[src/rtl/gonso_mul_regs.sv]
// gonso_mul_regs: Wishbone slave fronting NCH sequential shift-add multiplier channels.
// Optional overflow saturation (CTRL.OVF, RESULT forced to all-ones) when GONSO_MUL_SAT_EN is defined.
module gonso_mul_regs #(
    parameter int          NCH       = 2,
    parameter int          DW        = 32,
    parameter logic [31:0] BASE_ADDR = 32'h3003_0100
) (
    input  logic        clk,
    input  logic        rst,
    input  logic        wbs_cyc_i,
    input  logic        wbs_stb_i,
    input  logic [31:0] wbs_adr_i,
    input  logic        wbs_we_i,
    input  logic [31:0] wbs_dat_i,
    input  logic [3:0]  wbs_sel_i,
    output logic [31:0] wbs_dat_o,
    output logic        wbs_ack_o,
    output logic        irq
);

`ifdef GONSO_MUL_SAT_EN
    localparam logic SAT_EN = 1'b1;
`else
    localparam logic SAT_EN = 1'b0;
`endif
    localparam logic [5:0] CNT_INIT = 6'(DW);

    typedef enum logic [0:0] {ST_IDLE = 1'b0, ST_RUN = 1'b1} ch_state_t;

    function automatic logic [31:0] byte_mask(input logic [3:0] sel);
        return {{8{sel[3]}}, {8{sel[2]}}, {8{sel[1]}}, {8{sel[0]}}};
    endfunction

    function automatic logic [DW-1:0] merge_dw(input logic [DW-1:0] old_v,
                                               input logic [DW-1:0] new_v,
                                               input logic [DW-1:0] m);
        return (old_v & ~m) | (new_v & m);
    endfunction

    logic [7:0]     off_s;
    logic           hit_s;
    logic           valid_s;
    logic           wr_s;
    logic [31:0]    lane_mask_s;
    logic [NCH-1:0] status_clr_s;
    logic [NCH-1:0] ch_hit_s;
    logic [NCH-1:0] start_s;
    logic [NCH-1:0] fin_s;
    logic [NCH-1:0] ovf_step_s;
    logic [DW:0]    sum_s       [NCH];
    logic [31:0]    rd_s;
    ch_state_t      state_nxt_s [NCH];
    logic           unused_s;

    ch_state_t      state_r     [NCH];
    logic [DW-1:0]  op_a_r      [NCH];
    logic [DW-1:0]  op_b_r      [NCH];
    logic [DW-1:0]  result_r    [NCH];
    logic [DW-1:0]  acc_r       [NCH];
    logic [DW-1:0]  mcand_r     [NCH];
    logic [DW-1:0]  mplier_r    [NCH];
    logic [5:0]     cnt_r       [NCH];
    logic [NCH-1:0] done_r;
    logic [NCH-1:0] ovf_r;
    logic [NCH-1:0] lost_r;
    logic [NCH-1:0] irq_status_r;
    logic [NCH-1:0] irq_enable_r;
    logic           ack_r;
    logic [31:0]    dat_r;
    logic           irq_r;

    assign unused_s  = ^wbs_adr_i[1:0];
    assign wbs_ack_o = ack_r;
    assign wbs_dat_o = dat_r;
    assign irq       = irq_r;

    // Address decode, access qualification and per-channel step arithmetic
    always_comb begin
        off_s        = wbs_adr_i[7:0];
        hit_s        = (wbs_adr_i[31:8] == BASE_ADDR[31:8]);
        valid_s      = wbs_cyc_i && wbs_stb_i && hit_s && !ack_r;
        wr_s         = valid_s && wbs_we_i;
        lane_mask_s  = byte_mask(wbs_sel_i);
        status_clr_s = (wr_s && (off_s[7:2] == 6'h01)) ? (wbs_dat_i[NCH-1:0] & lane_mask_s[NCH-1:0])
                                                        : {NCH{1'b0}};
        for (int c = 0; c < NCH; c++) begin
            ch_hit_s[c]   = (off_s[7:4] == 4'(c + 1));
            start_s[c]    = wr_s && ch_hit_s[c] && (off_s[3:2] == 2'd0) && wbs_sel_i[0]
                            && wbs_dat_i[0] && (state_r[c] == ST_IDLE);
            fin_s[c]      = (state_r[c] == ST_RUN) && (cnt_r[c] == 6'd1);
            sum_s[c]      = {1'b0, acc_r[c]} + {1'b0, (mplier_r[c][0] ? mcand_r[c] : {DW{1'b0}})};
            // A partial product lands above DW either via a lost multiplicand bit or an adder carry
            ovf_step_s[c] = SAT_EN && mplier_r[c][0] && (sum_s[c][DW] || lost_r[c]);
        end
    end

    // Channel FSM next-state: IDLE -> RUN on accepted START, RUN -> IDLE on last step
    always_comb begin
        for (int c = 0; c < NCH; c++) begin
            state_nxt_s[c] = state_r[c];
            case (state_r[c])
                ST_IDLE: begin
                    if (start_s[c]) state_nxt_s[c] = ST_RUN;
                    else            state_nxt_s[c] = ST_IDLE;
                end
                ST_RUN: begin
                    if (fin_s[c]) state_nxt_s[c] = ST_IDLE;
                    else          state_nxt_s[c] = ST_RUN;
                end
                default: state_nxt_s[c] = ST_IDLE;
            endcase
        end
    end

    // Channel FSM state register
    always_ff @(posedge clk) begin
        for (int c = 0; c < NCH; c++) begin
            if (rst) state_r[c] <= ST_IDLE;
            else     state_r[c] <= state_nxt_s[c];
        end
    end

    // Channel operand registers and shift-add datapath
    always_ff @(posedge clk) begin
        for (int c = 0; c < NCH; c++) begin
            if (rst) begin
                op_a_r[c]   <= {DW{1'b0}};
                op_b_r[c]   <= {DW{1'b0}};
                result_r[c] <= {DW{1'b0}};
                acc_r[c]    <= {DW{1'b0}};
                mcand_r[c]  <= {DW{1'b0}};
                mplier_r[c] <= {DW{1'b0}};
                cnt_r[c]    <= 6'd0;
                done_r[c]   <= 1'b0;
                ovf_r[c]    <= 1'b0;
                lost_r[c]   <= 1'b0;
            end else begin
                if (wr_s && ch_hit_s[c] && (off_s[3:2] == 2'd1))
                    op_a_r[c] <= merge_dw(op_a_r[c], wbs_dat_i[DW-1:0], lane_mask_s[DW-1:0]);
                if (wr_s && ch_hit_s[c] && (off_s[3:2] == 2'd2))
                    op_b_r[c] <= merge_dw(op_b_r[c], wbs_dat_i[DW-1:0], lane_mask_s[DW-1:0]);
                if (start_s[c]) begin
                    mcand_r[c]  <= op_a_r[c];
                    mplier_r[c] <= op_b_r[c];
                    acc_r[c]    <= {DW{1'b0}};
                    cnt_r[c]    <= CNT_INIT;
                    done_r[c]   <= 1'b0;
                    ovf_r[c]    <= 1'b0;
                    lost_r[c]   <= 1'b0;
                end else if (state_r[c] == ST_RUN) begin
                    acc_r[c]    <= sum_s[c][DW-1:0];
                    mcand_r[c]  <= mcand_r[c] << 1;
                    mplier_r[c] <= mplier_r[c] >> 1;
                    cnt_r[c]    <= cnt_r[c] - 6'd1;
                    lost_r[c]   <= lost_r[c] | mcand_r[c][DW-1];
                    ovf_r[c]    <= ovf_r[c] | ovf_step_s[c];
                    if (fin_s[c]) begin
                        result_r[c] <= (ovf_r[c] | ovf_step_s[c]) ? {DW{1'b1}} : sum_s[c][DW-1:0];
                        done_r[c]   <= 1'b1;
                    end
                end
            end
        end
    end

    // Global interrupt status (completion beats a same-cycle clear) and enable registers
    always_ff @(posedge clk) begin
        if (rst) begin
            irq_status_r <= {NCH{1'b0}};
            irq_enable_r <= {NCH{1'b0}};
        end else begin
            irq_status_r <= (irq_status_r & ~status_clr_s) | fin_s;
            if (wr_s && (off_s[7:2] == 6'h02))
                irq_enable_r <= (irq_enable_r & ~lane_mask_s[NCH-1:0])
                              | (wbs_dat_i[NCH-1:0] & lane_mask_s[NCH-1:0]);
        end
    end

    // Read data multiplexer; unmapped offsets and absent channels return zero
    always_comb begin
        logic [31:0] ch_rd_v;
        rd_s    = 32'd0;
        ch_rd_v = 32'd0;
        case (off_s[7:2])
            6'h00:   rd_s = {8'hA5, 8'(NCH), 8'(DW), 8'h01};
            6'h01:   rd_s = 32'(irq_status_r);
            6'h02:   rd_s = 32'(irq_enable_r);
            default: begin
                for (int c = 0; c < NCH; c++) begin
                    case (off_s[3:2])
                        2'd0:    ch_rd_v = {28'd0, ovf_r[c], done_r[c], (state_r[c] == ST_RUN), 1'b0};
                        2'd1:    ch_rd_v = 32'(op_a_r[c]);
                        2'd2:    ch_rd_v = 32'(op_b_r[c]);
                        2'd3:    ch_rd_v = 32'(result_r[c]);
                        default: ch_rd_v = 32'd0;
                    endcase
                    rd_s = rd_s | (ch_hit_s[c] ? ch_rd_v : 32'd0);
                end
            end
        endcase
    end

    // Registered bus response and interrupt output
    always_ff @(posedge clk) begin
        if (rst) begin
            ack_r <= 1'b0;
            dat_r <= 32'd0;
            irq_r <= 1'b0;
        end else begin
            ack_r <= valid_s;
            dat_r <= (valid_s && !wbs_we_i) ? rd_s : 32'd0;
            irq_r <= |(irq_status_r & irq_enable_r);
        end
    end

endmodule

[config.mk]
export PLATFORM = sky130hd
export DESIGN_NAME = gonso_mul_regs
export DESIGN_NICKNAME = d
export VERILOG_FILES = /design/src/rtl/gonso_mul_regs.sv
export SDC_FILE = /design/constraint.sdc
export NUM_CORES = 1
export LEC_CHECK = 0
export ABC_AREA = 1
export BUFFER_PORTS_ARGS = -buffer_cell sky130_fd_sc_hd__buf_2
export CAP_MARGIN = 0
export CORE_MARGIN = 3
export CORE_UTILIZATION = 65
export CTS_BUF_LIST = sky130_fd_sc_hd__clkbuf_8 sky130_fd_sc_hd__clkbuf_16
export CTS_CLUSTER_SIZE = 12
export DETAILED_ROUTE_END_ITERATION = 10
export PLACE_DENSITY = 0.8
export REMOVE_ABC_BUFFERS = 1
export SKIP_LAST_GASP = 1
export SYNTH_ARGS = -nofsm -noshare
export SYNTH_HDL_FRONTEND = slang
export SYNTH_SLANG_ARGS = --single-unit
[constraint.sdc]
create_clock -name clk -period 9.6 [get_ports clk]
set_input_delay 1.92 -clock clk [delete_from_list [all_inputs] [get_ports clk]]
set_output_delay 1.92 -clock clk [all_outputs]
set_load 0.05 [all_outputs]
### After elaboration in Yosys (flattened, before gate mapping)

Memory sizes are Yosys's and may differ from the RTL's.
Index checks and enable logic that the tools add are counted.

* register bits: 40
* memory bits (writable): 398
* bits of input ports: 73
* output and inout port bits: 34
* logic and storage cells: 186
* memories: 8

Memories
* acc_r: words 2, width 32, rd ports 2, clocked after Yosys merged registers in 0, write ports 2, RTL line 59 `logic [DW-1:0] acc_r [NCH];`
* mcand_r: words 2, width 32, rd ports 2, clocked after Yosys merged registers in 0, write ports 2, RTL line 60 `logic [DW-1:0] mcand_r [NCH];`
* mplier_r: words 2, width 32, rd ports 2, clocked after Yosys merged registers in 0, write ports 2, RTL line 61 `logic [DW-1:0] mplier_r [NCH];`
* op_a_r: words 2, width 32, rd ports 2, clocked after Yosys merged registers in 0, write ports 2, RTL line 56 `logic [DW-1:0] op_a_r [NCH];`
* op_b_r: words 2, width 32, rd ports 2, clocked after Yosys merged registers in 0, write ports 2, RTL line 57 `logic [DW-1:0] op_b_r [NCH];`
* result_r: words 2, width 32, rd ports 2, clocked after Yosys merged registers in 0, write ports 2, RTL line 58 `logic [DW-1:0] result_r [NCH];`
* +2 memories

* add/sub/neg operators: 4
* equality and inequality tests: 10
* multiplexer cells: 77
* bitwise gates (word level): 46
* reductions and logical operators: 34

Operators with widths (number)
* $mux W32: 24
* $pmux W32 S4: 2
* $and A32 B32 Y32: 5
* $or A32 B32 Y32: 5
* $pmux W32 S3: 1
* $add A32 B32 Y32: 2
* $mux W1: 43
* $not A32 Y32: 1
* $eq A24 B22 Y1 const B: 1
* $mux W6: 4
* $or A1 B1 Y1: 24
* $logic_and A1 B1 Y1: 23
* $eq A6 B1 Y1 const B: 3
* $sub A6 B1 Y6 const B: 2
* $and A2 B2 Y2: 4
* $reduce_or A2 Y1: 4
* $eq A6 B2 Y1 const B: 1
* $logic_not A6 Y1: 1
* $eq A2 B2 Y1 const B: 2
* $eq A4 B1 Y1 const B: 1
* $eq A4 B2 Y1 const B: 1
* $not A2 Y2: 2
* $or A2 B2 Y2: 2
* $pmux W1 S2: 2
* other kinds (7): 11

### Depth between registers and ports, before layout

* depth after elaboration: 14
* mapped depth: 18
* mapped depth without buffers: 17

### Worst setup path before layout

Ideal clock, no wire load.

* path type: input to register
* from: input rst
* to: memory acc_r[0][0], enable pin
* setup time: 1.186 ns
* arrival: 5.023 ns
* path slack: 3.391 ns
* stages on the path: 5
* cells stage by stage: buf_2 clkinv_1 clkbuf_1 clkbuf_1 nand3b_1

RTL lines
* start: declaration: RTL line 9 `input logic rst,`
* end: declaration: RTL line 59

==> run summary <==
DR vias/cell: 5.69
final non-filler cell total: 3744
Synth area leader: edfxtp_1
Synth Warn #: 0
commonest non-fill, non-tap cell in the layout: nand2_1
I/O Pins: 107
worst hold slack: 495 ps
total grt overflow: 0
max frequency: 196 MHz
total CTS buffers: 46
Final Net Count: 3348
Lkg Pwr: 12.9 nW
PwrDens: 154 mW/mm2
top-area cell type share of the netlist area: 48.2%
post-layout util: 72.8%
clk buf depth: 3
Worst EP arrival: 5290 ps
Yosys reg bits: 438
period utilisation layout: 53.1%
Crit path required time: 9790 ps
first-pass GRT wire length: 108000 um
Startpoint Class: primary input
Skew-Pair Late Insertion Delay: 580 ps
Clock Skew: 19.7 ps
PostCTS Resize Cnt: 0
max_slew headroom: 23.0%
Initial Utilization: 66.6%
die area: 0.0403 mm2
Place WS: 3970 ps
fillers: 2894
area delta synth->final: 9.30%
initial antenna violation count: 2
Area contributors post-synth: edfxtp_1 48%, nand2_1 19%, inv_1 6.2%, a21oi_1 4.2%, nand3_1 3.4%
largest net degree at the start of global routing: 79
share of cells above drive strength 1: 6.45%
post-CTS setup buffer count: 0
status: complete, no violations
number of antenna diodes: 0
Root Driver: clkbuf_16
critical path type: primary input to flop
crit end category: flop
antenna-violating nets left: 0
register area share after synthesis: 51.6%
post-layout min period: 5100 ps
CTS tree: done
DP Cell Count: 3663
Hold Vio Cnt, Final: 0
Reg clk slew, reported paths: 60 ps
setup TNS: 0 ps
DRC viols: 0
Post-Route WL: 66800 um
vias in the first global route: 20886
initial DRC count: 2490
Worst Tran Pin Value: 1160 ps
placement row count: 70
Detailed Place HPWL: 46800 um
Synth cell types: 39
DR WL/cell: 17.8 um
via count: 21306
Port Buf Inserts: 104
placed cell area: 0.0255 mm2
Final WS setup: 4500 ps
Max Transition Viols Final: 0
power consumption: 4.16 mW
Core Footprint: 0.0370 mm2
CP Max Fanout: 76
GR Util All Layers: 33.0%
RSZ-0062 raised after global routing: no
Final setup violation count: 0
Mapped Cells: 3153
Syn Area/Cell: 7.83 um2
Sinks on Clock Net: 438
# hold bufs at CTS: 0
DRT Pass-1 Iters: 7
die width: 201 um
Peak VDD IR: 0.132 mV
Max-cap violations: 0
H-tree Lvls: 2
gpl congestion: 0.958
most frequent cells in the layout: 1222 x nand2_1, 426 x inv_1, 396 x edfxtp_1
cell area after layout: 0.0270 mm2
Mapped Area: 0.0247 mm2
Hold Crit Class: flop to flop
chip height: 201 um
worst paths after layout:
check	slack, ps	from	endpoint	depth (start not counted)
setup / recovery	4500	rst	mcand_r[0][29]$_DFFE_PP_	6
hold / removal	490	flop	irq$_SDFF_PP0_	1
setup reg to reg	5830	wbs_ack_o$_SDFF_PP0_	acc_r[1][26]$_SDFFCE_PN0P_	9
hold reg to reg	490	flop	irq$_SDFF_PP0_	1
cell usage after synthesis (all sizes together):
| cell | instances |
|---|---|
| nand3b | 13 |
| nand4 | 19 |
| nor2 | 219 |
| a21o | 2 |
| o211ai | 1 |
| nor4 | 7 |
| buf | 43 |
| ha | 66 |
| a21oi | 209 |
| a211oi | 3 |
| a22o | 5 |
| nand2 | 1223 |
| dfxtp | 42 |
| a21boi | 5 |
| o31ai | 2 |
| nand3 | 170 |
| o22ai | 2 |
| fa | 2 |
| clkbuf | 82 |
| and3 | 2 |
| o21ai | 24 |
| a32o | 1 |
| or2 | 3 |
| and2 | 13 |
| xor2 | 10 |
| edfxtp | 396 |
| inv | 412 |
| nor3 | 166 |
| clkinv | 2 |
| xnor2 | 3 |
| o21bai | 3 |
| a31oi | 3 |
metal layers:
layer  vias up  track usage (%)  wire (um)
met2      1052             54.2      31800
li1      10272                -          -
met1      9836             44.0      26300
met5         -                0         19
met4         4             13.1       2470
met3       142             6.05       6200
kinds of logic after synthesis:
| logic type | count (synthesis) | synth area share [%] |
|---|---|---|
| simple gates | 1835 | 30.4 |
| buf+inv | 539 | 8.49 |
| flops | 438 | 51.6 |
| compound gates | 260 | 5.56 |
| fa+ha+maj | 68 | 3.51 |
| xor+xnor | 13 | 0.461 |
worst max-delay path, cell delays in order:
cell	delay [ps]
buf_4	580
buf_4	740
inv_2	460
buf_4	440
nand3b_1	210
buf_4	780
power breakdown:
| part | total [mW] | internal, mW | switching, mW |
|---|---|---|---|
| Sequential | 2.17 | 2.13 | 0.0348 |
| Combinational | 0.294 | 0.0778 | 0.216 |
| Clock | 1.70 | 0.974 | 0.723 |
| Total | 4.16 | 3.18 | 0.974 |
sequential cells by signal (all words and copies together) (netlist names), 12 cells and up, named ones only:
| name | count |
|---|---|
| acc_r | 64 |
| cnt_r | 12 |
| mcand_r | 64 |
| mplier_r | 64 |
| op_a_r | 64 |
| op_b_r | 64 |
| result_r | 64 |
| wbs_dat_o | 32 |
final cells by class:
type | count | area, um2 | area share, %
flip-flops and latches | 438 | 12700 | 47.2
multi-input cells | 2176 | 9910 | 36.7
inverters | 414 | 1550 | 5.76
clock buffers | 50 | 1240 | 4.60
repair buffers | 131 | 726 | 2.69
well taps | 504 | 631 | 2.34
clock inverters | 31 | 184 | 0.682
(Power assumes the default switching activity.)
